### src/rtl/uart_rx_if_pkg.sv
// Shared UART definitions: bus width, receiver FSM states and
// status-word bit positions (also used by the TX side).
package uart_rx_if_pkg;
  localparam int XLEN = 32;

  typedef enum logic [1:0] {
    ST_IDLE,
    ST_START,
    ST_DATA,
    ST_STOP
  } uart_state_e;

  localparam int STAT_EMPTY = 0;
  localparam int STAT_FULL  = 1;
  localparam int STAT_OVR   = 2;
  localparam int STAT_FERR  = 3;
  localparam int STAT_W     = 4;
endpackage

### src/rtl/mod_m_counter.sv
// Free-running modulo-M counter with a one-cycle pulse on the
// terminal count.
module mod_m_counter #(
  parameter int M = 326,
  parameter int N = 9
) (
  input  logic clk,
  input  logic rst_n,
  output logic o_max_tick
);
  logic [N-1:0] r_q;

  always_ff @(posedge clk or negedge rst_n) begin
    if (!rst_n)
      r_q <= '0;
    else if (r_q == N'(M - 1))
      r_q <= '0;
    else
      r_q <= r_q + 1'b1;
  end

  assign o_max_tick = (r_q == N'(M - 1));
endmodule

### src/rtl/uart_rx_if_fifo.sv
// Receive FIFO: extra pointer bit separates full from empty; a
// pop on empty yields zero.
module uart_rx_fifo #(
  parameter int B = 8,
  parameter int W = 4
) (
  input  logic         clk,
  input  logic         rst_n,
  input  logic         i_wr,
  input  logic         i_rd,
  input  logic [B-1:0] i_wdata,
  output logic [B-1:0] o_rdata,
  output logic         o_empty,
  output logic         o_full,
  output logic         o_ovr
);
  logic [B-1:0] r_mem [0:(1<<W)-1];
  logic [W:0]   r_wptr;
  logic [W:0]   r_rptr;
  logic         w_do_wr;
  logic         w_do_rd;

  assign o_empty = (r_wptr == r_rptr);
  assign o_full  = (r_wptr[W] != r_rptr[W]) &&
                   (r_wptr[W-1:0] == r_rptr[W-1:0]);
  assign w_do_rd = i_rd & ~o_empty;
  assign w_do_wr = i_wr & (~o_full | i_rd);
  assign o_ovr   = i_wr & o_full & ~i_rd;
  assign o_rdata = o_empty ? '0 : r_mem[r_rptr[W-1:0]];

  always_ff @(posedge clk) begin
    if (w_do_wr)
      r_mem[r_wptr[W-1:0]] <= i_wdata;
  end

  always_ff @(posedge clk or negedge rst_n) begin
    if (!rst_n) begin
      r_wptr <= '0;
      r_rptr <= '0;
    end else begin
      if (w_do_wr)
        r_wptr <= r_wptr + 1'b1;
      if (w_do_rd)
        r_rptr <= r_rptr + 1'b1;
    end
  end
endmodule

### src/rtl/uart_rx_if.sv
// UART receiver with 16x oversampling, RX FIFO and a memory-mapped
// read port (bit 2 of the address selects data or status).
module uart_rx_if
  import uart_rx_if_pkg::*;
#(
  parameter logic [8:0] DIVISOR       = 9'd326,
  parameter logic [3:0] DVSR_BIT      = 4'd9,
  parameter logic [3:0] DATA_BIT      = 4'd8,
  parameter logic [4:0] SB_TCK        = 5'd16,
  parameter int         FIFO_ADDR_BIT = 4
) (
  input  logic            clk,
  input  logic            rst_n,
  input  logic            uart_rx,
  input  logic            uart_en,
  input  logic            mem_rd_en,
  input  logic [XLEN-1:0] uart_addr,
  input  logic            uart_rx_en,
  output logic [XLEN-1:0] uart_rd_data,
  output logic            rx_fifo_empty,
  output logic            rx_fifo_full
);
  uart_state_e         r_state, w_state_nx;
  logic [3:0]          r_s, w_s_nx;
  logic [2:0]          r_n, w_n_nx;
  logic [DATA_BIT-1:0] r_b, w_b_nx;
  logic                r_sync1, r_sync2;
  logic                r_ovr, r_ferr;
  logic [XLEN-1:0]     r_rd_data;
  logic                w_rx, w_tck, w_push, w_ferr;
  logic                w_rd, w_pop, w_stat_rd, w_fifo_ovr;
  logic [DATA_BIT-1:0] w_fifo_rdata;
  logic [STAT_W-1:0]   w_status;
  logic                w_unused_addr;

  assign w_rx          = r_sync2;
  assign w_rd          = uart_en & mem_rd_en;
  assign w_pop         = w_rd & ~uart_addr[2];
  assign w_stat_rd     = w_rd & uart_addr[2];
  assign uart_rd_data  = r_rd_data;
  assign w_unused_addr = ^{uart_addr[XLEN-1:3], uart_addr[1:0]};

  always_ff @(posedge clk or negedge rst_n) begin
    if (!rst_n) begin
      r_sync1 <= 1'b1;
      r_sync2 <= 1'b1;
    end else begin
      r_sync1 <= uart_rx;
      r_sync2 <= r_sync1;
    end
  end

  mod_m_counter #(
    .M (int'(DIVISOR)),
    .N (int'(DVSR_BIT))
  ) u_baud (
    .clk        (clk),
    .rst_n      (rst_n),
    .o_max_tick (w_tck)
  );

  always_ff @(posedge clk or negedge rst_n) begin
    if (!rst_n) begin
      r_state <= ST_IDLE;
      r_s     <= '0;
      r_n     <= '0;
      r_b     <= '0;
    end else begin
      r_state <= w_state_nx;
      r_s     <= w_s_nx;
      r_n     <= w_n_nx;
      r_b     <= w_b_nx;
    end
  end

  always_comb begin
    w_state_nx = r_state;
    w_s_nx     = r_s;
    w_n_nx     = r_n;
    w_b_nx     = r_b;
    w_push     = 1'b0;
    w_ferr     = 1'b0;
    unique case (r_state)
      ST_IDLE: begin
        if (!w_rx && uart_rx_en) begin
          w_state_nx = ST_START;
          w_s_nx     = '0;
        end
      end
      ST_START: begin
        if (w_tck) begin
          if (r_s == 4'd7) begin
            w_state_nx = w_rx ? ST_IDLE : ST_DATA;
            w_s_nx     = '0;
            w_n_nx     = '0;
          end else begin
            w_s_nx = r_s + 1'b1;
          end
        end
      end
      ST_DATA: begin
        if (w_tck) begin
          if (r_s == 4'd15) begin
            w_s_nx = '0;
            w_b_nx = {w_rx, r_b[DATA_BIT-1:1]};
            if (r_n == 3'(DATA_BIT - 4'd1))
              w_state_nx = ST_STOP;
            else
              w_n_nx = r_n + 1'b1;
          end else begin
            w_s_nx = r_s + 1'b1;
          end
        end
      end
      ST_STOP: begin
        if (w_tck) begin
          if (r_s == 4'(SB_TCK - 5'd1)) begin
            w_push     = w_rx;
            w_ferr     = ~w_rx;
            w_state_nx = ST_IDLE;
          end else begin
            w_s_nx = r_s + 1'b1;
          end
        end
      end
      default: w_state_nx = ST_IDLE;
    endcase
  end

  uart_rx_fifo #(
    .B (int'(DATA_BIT)),
    .W (FIFO_ADDR_BIT)
  ) u_fifo (
    .clk     (clk),
    .rst_n   (rst_n),
    .i_wr    (w_push),
    .i_rd    (w_pop),
    .i_wdata (r_b),
    .o_rdata (w_fifo_rdata),
    .o_empty (rx_fifo_empty),
    .o_full  (rx_fifo_full),
    .o_ovr   (w_fifo_ovr)
  );

  always_comb begin
    w_status             = '0;
    w_status[STAT_EMPTY] = rx_fifo_empty;
    w_status[STAT_FULL]  = rx_fifo_full;
    w_status[STAT_OVR]   = r_ovr;
    w_status[STAT_FERR]  = r_ferr;
  end

  // A new error in the clearing cycle wins over the status-read clear.
  always_ff @(posedge clk or negedge rst_n) begin
    if (!rst_n) begin
      r_ovr     <= 1'b0;
      r_ferr    <= 1'b0;
      r_rd_data <= '0;
    end else begin
      if (w_fifo_ovr)
        r_ovr <= 1'b1;
      else if (w_stat_rd)
        r_ovr <= 1'b0;
      if (w_ferr)
        r_ferr <= 1'b1;
      else if (w_stat_rd)
        r_ferr <= 1'b0;
      if (w_rd)
        r_rd_data <= uart_addr[2] ? XLEN'(w_status)
                                  : XLEN'(w_fifo_rdata);
    end
  end
endmodule

### config.mk
export PLATFORM = sky130hd
export DESIGN_NAME = uart_rx_if
export DESIGN_NICKNAME = d
export VERILOG_FILES = /design/src/rtl/uart_rx_if_pkg.sv /design/src/rtl/mod_m_counter.sv /design/src/rtl/uart_rx_if_fifo.sv /design/src/rtl/uart_rx_if.sv
export SDC_FILE = /design/constraint.sdc
export NUM_CORES = 1
export LEC_CHECK = 0
export CAP_MARGIN = 15
export CORE_MARGIN = 3
export CORE_UTILIZATION = 50
export CTS_BUF_LIST = sky130_fd_sc_hd__clkbuf_4
export DETAILED_ROUTE_END_ITERATION = 16
export GPL_TIMING_DRIVEN = 0
export PLACE_DENSITY = 0.76
export SYNTH_ARGS = -nofsm -noshare
export SYNTH_HDL_FRONTEND = slang
export SYNTH_SLANG_ARGS = --single-unit
### constraint.sdc
create_clock -name clk -period 3.8 [get_ports clk]
set_input_delay 0.76 -clock clk [delete_from_list [all_inputs] [get_ports clk]]
set_output_delay 0.76 -clock clk [all_outputs]
set_load 0.03 [all_outputs]
==> flow_summary.yaml <==
logic_synthesis:
  yosysTopAreaCell: "edfxtp_1"
  synth_cells: 459
  synth_edf_count: 128
  synth-compound-area-share: 0.0412
  muxShareOfSynthArea: 0.121
  synth-seq-cells: 176
  synthArstFlopShare: 0.273
  synth_area_per_cell_sq_um: 16.2
  synth-main-ff-cell: "edfxtp_1"
  synth_top_family_by_area: "multiplexers"
  netlist_top_cells_area: "edfxtp_1 (52%), dfrtp_1 (15%), mux4_2 (9.7%)"
  synth.distinct_cells: 49
  synthAdderAreaFrac: 0.0168
  synthTopCellsByCount: "edfxtp_1 (128), dfrtp_1 (46), mux4_2 (32)"
  synth.yosys.seq_area_share: 0.678
  synth_area_sq_um: 7440
  synthSimpleGateAreaFrac: 0.0741
  synthXorXnorAreaFrac: 0.0269
  yosys_warnings: 0
  synth_top_area_share: 0.516
  yosysMostFrequentCell: "edfxtp_1"
critical_path:
  worstPathMaxFanout: 8
  cp_slowest_stage_delay_ns: 0.68
  arrival_ns: 2.67
  path_cells: "clkbuf_1 > xnor2_1 > nand4_1 > nor2_1 > clkdlybuf4s50_1"
  slowest_stage: "clkdlybuf4s50_1"
  reg2reg_slack_ns: 0.74
  r2r_cells: 7
  crit_family: "buffers and inverters"
  crit_buf_inv: 2
  required_ns: 3.04
  r2r_end: "u_fifo.r_mem[3][4]"
  crit_type: "reg -> out"
  crit_path_end_kind: "primary output"
  critPathLaunchType: "register"
  reg2reg_from: "u_baud.r_q[5]"
global_routing:
  grt-ovfl-total: 0
  grt_pass1_wl_mm: 22.7
  grtUsageMet2: 0.306
  grt.total_usage: 0.188
  grtUsageMet1: 0.249
  grt_max_degree: 34
  first_global_vias: 4180
  antenna_found_initial: 0
  busiest_layer: "met2"
  grt_util_met3: 0.0450
placed_design:
  placed_cell_area_sq_um: 7940
  dp_hpwl_mm: 9.92
  io_buffers: 16
  gp_congestion: 0.765
floorplanning:
  dieArea_sq_um: 16400
  initial_core_util: 0.524
  die_w_um: 128
  num_io_pins: 72
  fp-row-count: 43
  core_sq_um: 14200
  die_h_um: 128
cts:
  clockBufferDepth: 2
  cts_tree: "yes"
  clockRootBuffer: "clkbuf_4"
  cts_hold_buf: 0
  cts.reportedPaths.clkPinSlew_ns: 0.14
  cts.sinks: 176
  htree_levels: 4
  insertion_delay_ns: 0.57
  cts_made_buffers: 17
final_layout:
  finish.instance_area_sq_um: 8240
  area_growth_pct: 10.6
  nets: 566
  n_antenna_cell: 0
  drive_above_1_share: 0.215
  nFillCells: 1081
run_status:
  status: "finished clean"
power_and_ir_drop:
  combinationalPowerShare: 0.181
  power_frac_clock: 0.281
  power_switching_mw: 1.11
  p_int_mw: 2.84
  sw_frac_of_total: 0.281
  power_density_nw_per_um2: 479
  vdd_drop_max_v: 0.000229
  p_seq_frac: 0.538
  p_leak_nw: 3.43
sta:
  setup_tns_ns: 0
  fin_crit_ns: 3.43
  slew_viol_final: 0
  timing.fmax_mhz: 291
  finalCritPeriodShare: 0.903
  finalClockSkew_ns: 0.0282
  rsz0062_at_grt: "false"
  hold_viol: 0
  relSlewSlack: 0.557
  setup_viol: 0
  tightest_slew_ns: 0.664
detailed_routing:
  ant_nets: 0
  vias_per_cell: 5.64
  wl_per_cell_um: 20.1
  drc: 0
  dr.first_iter.drc_count: 478
  drtPass1Iterations: 5
  wl_mm: 14.3
  vias: 4011
flow_run:
  cap_violations: 0
hold_path:
  hold_class: "in -> async"
[per-layer routing]
metal / routed length, um / vias up
li1: - / 1824
met5: 0 / -
met2: 7270 / 118
met1: 6200 / 2049
met4: 210 / 0
met3: 633 / 20
[final cells by class]
type / instances / area (sq um) / share of cell area
sequential: 176 / 5050 / 0.613
multi-input combinational: 251 / 2180 / 0.264
buffer: 44 / 265 / 0.0322
tap: 180 / 225 / 0.0273
timing repair buffer: 18 / 180 / 0.0219
clock buffer: 22 / 165 / 0.0201
clock inverter: 10 / 138 / 0.0167
inverter: 10 / 37.5 / 0.00456
[worst max-delay path by stage]
stage                                 from                  to  slack (ns)  depth (start not counted)
final                     u_fifo.r_rptr[1]        rx_fifo_full        0.37                          5
after global routing      u_fifo.r_rptr[1]       rx_fifo_empty        0.13                          5
after CTS                 u_fifo.r_rptr[2]        rx_fifo_full        0.12                          5
after detailed placement           uart_en  u_fifo.r_mem[3][0]        0.66                          8
after global placement             uart_en  u_fifo.r_mem[3][0]        0.26                          7
after floorplan              u_baud.r_q[5]  u_fifo.r_mem[3][0]        0.94                          6
[kinds of logic after synthesis]
kind of cell / count (synthesis)
other cells: 1
xor+xnor: 22
flops: 176
mux: 49
simple gates: 103
fa+ha+maj: 10
buf+inv: 55
compound gates: 43
[through the flow]
step	total power [mW]	setup WS, ns	utilization	cells	hold slack (ns)
after CTS	3.97	0.119	0.580	712	0.0670
after floorplan	2.67	0.943	-	482	0.345
final	3.95	0.368	0.580	711	0.101
after detailed placement	2.89	0.661	0.559	680	0.350
after global routing	4.11	0.127	0.580	711	0.0645
after global placement	2.87	0.257	0.557	678	0.347
[cell usage in the layout, fill, tap and decap left out, types with 15 or more instances in the layout]
master / count
and3_1: 17
buf_4: 25
clkbuf_4: 22
clkdlybuf4s50_1: 15
conb_1: 24
dfrtp_1: 46
edfxtp_1: 128
mux4_2: 32
nand2_1: 23
nor2_1: 18
xnor2_1: 16
[power groups by stage]
stage | Sequential (mW) | Combinational, mW | Clock (mW)
6_report | 2.13 | 0.714 | 1.11
5_1_grt | 2.13 | 0.771 | 1.21
4_1_cts | 2.10 | 0.747 | 1.12
3_5_place_dp | 2.14 | 0.744 | 0
3_3_place_gp | 2.14 | 0.731 | 0
2_1_floorplan | 2.15 | 0.514 | 0
[repair_timing]
action	4_1_cts	5_1_grt
gates resized for setup	0	2
setup endpoints to repair	0	2
setup buffers	0	0
hold endpoints to repair	0	0
[flip-flops by register name, indices dropped and copies added (netlist names), 3 cells and up, named ones only]
| signal | cells |
|---|---|
| r_b | 8 |
| u_fifo.r_wptr | 5 |
| u_fifo.r_mem | 128 |
| r_n | 3 |
| u_baud.r_q | 9 |
| uart_rd_data | 8 |
| r_s | 4 |
| u_fifo.r_rptr | 5 |
(Power assumes the default switching activity.)
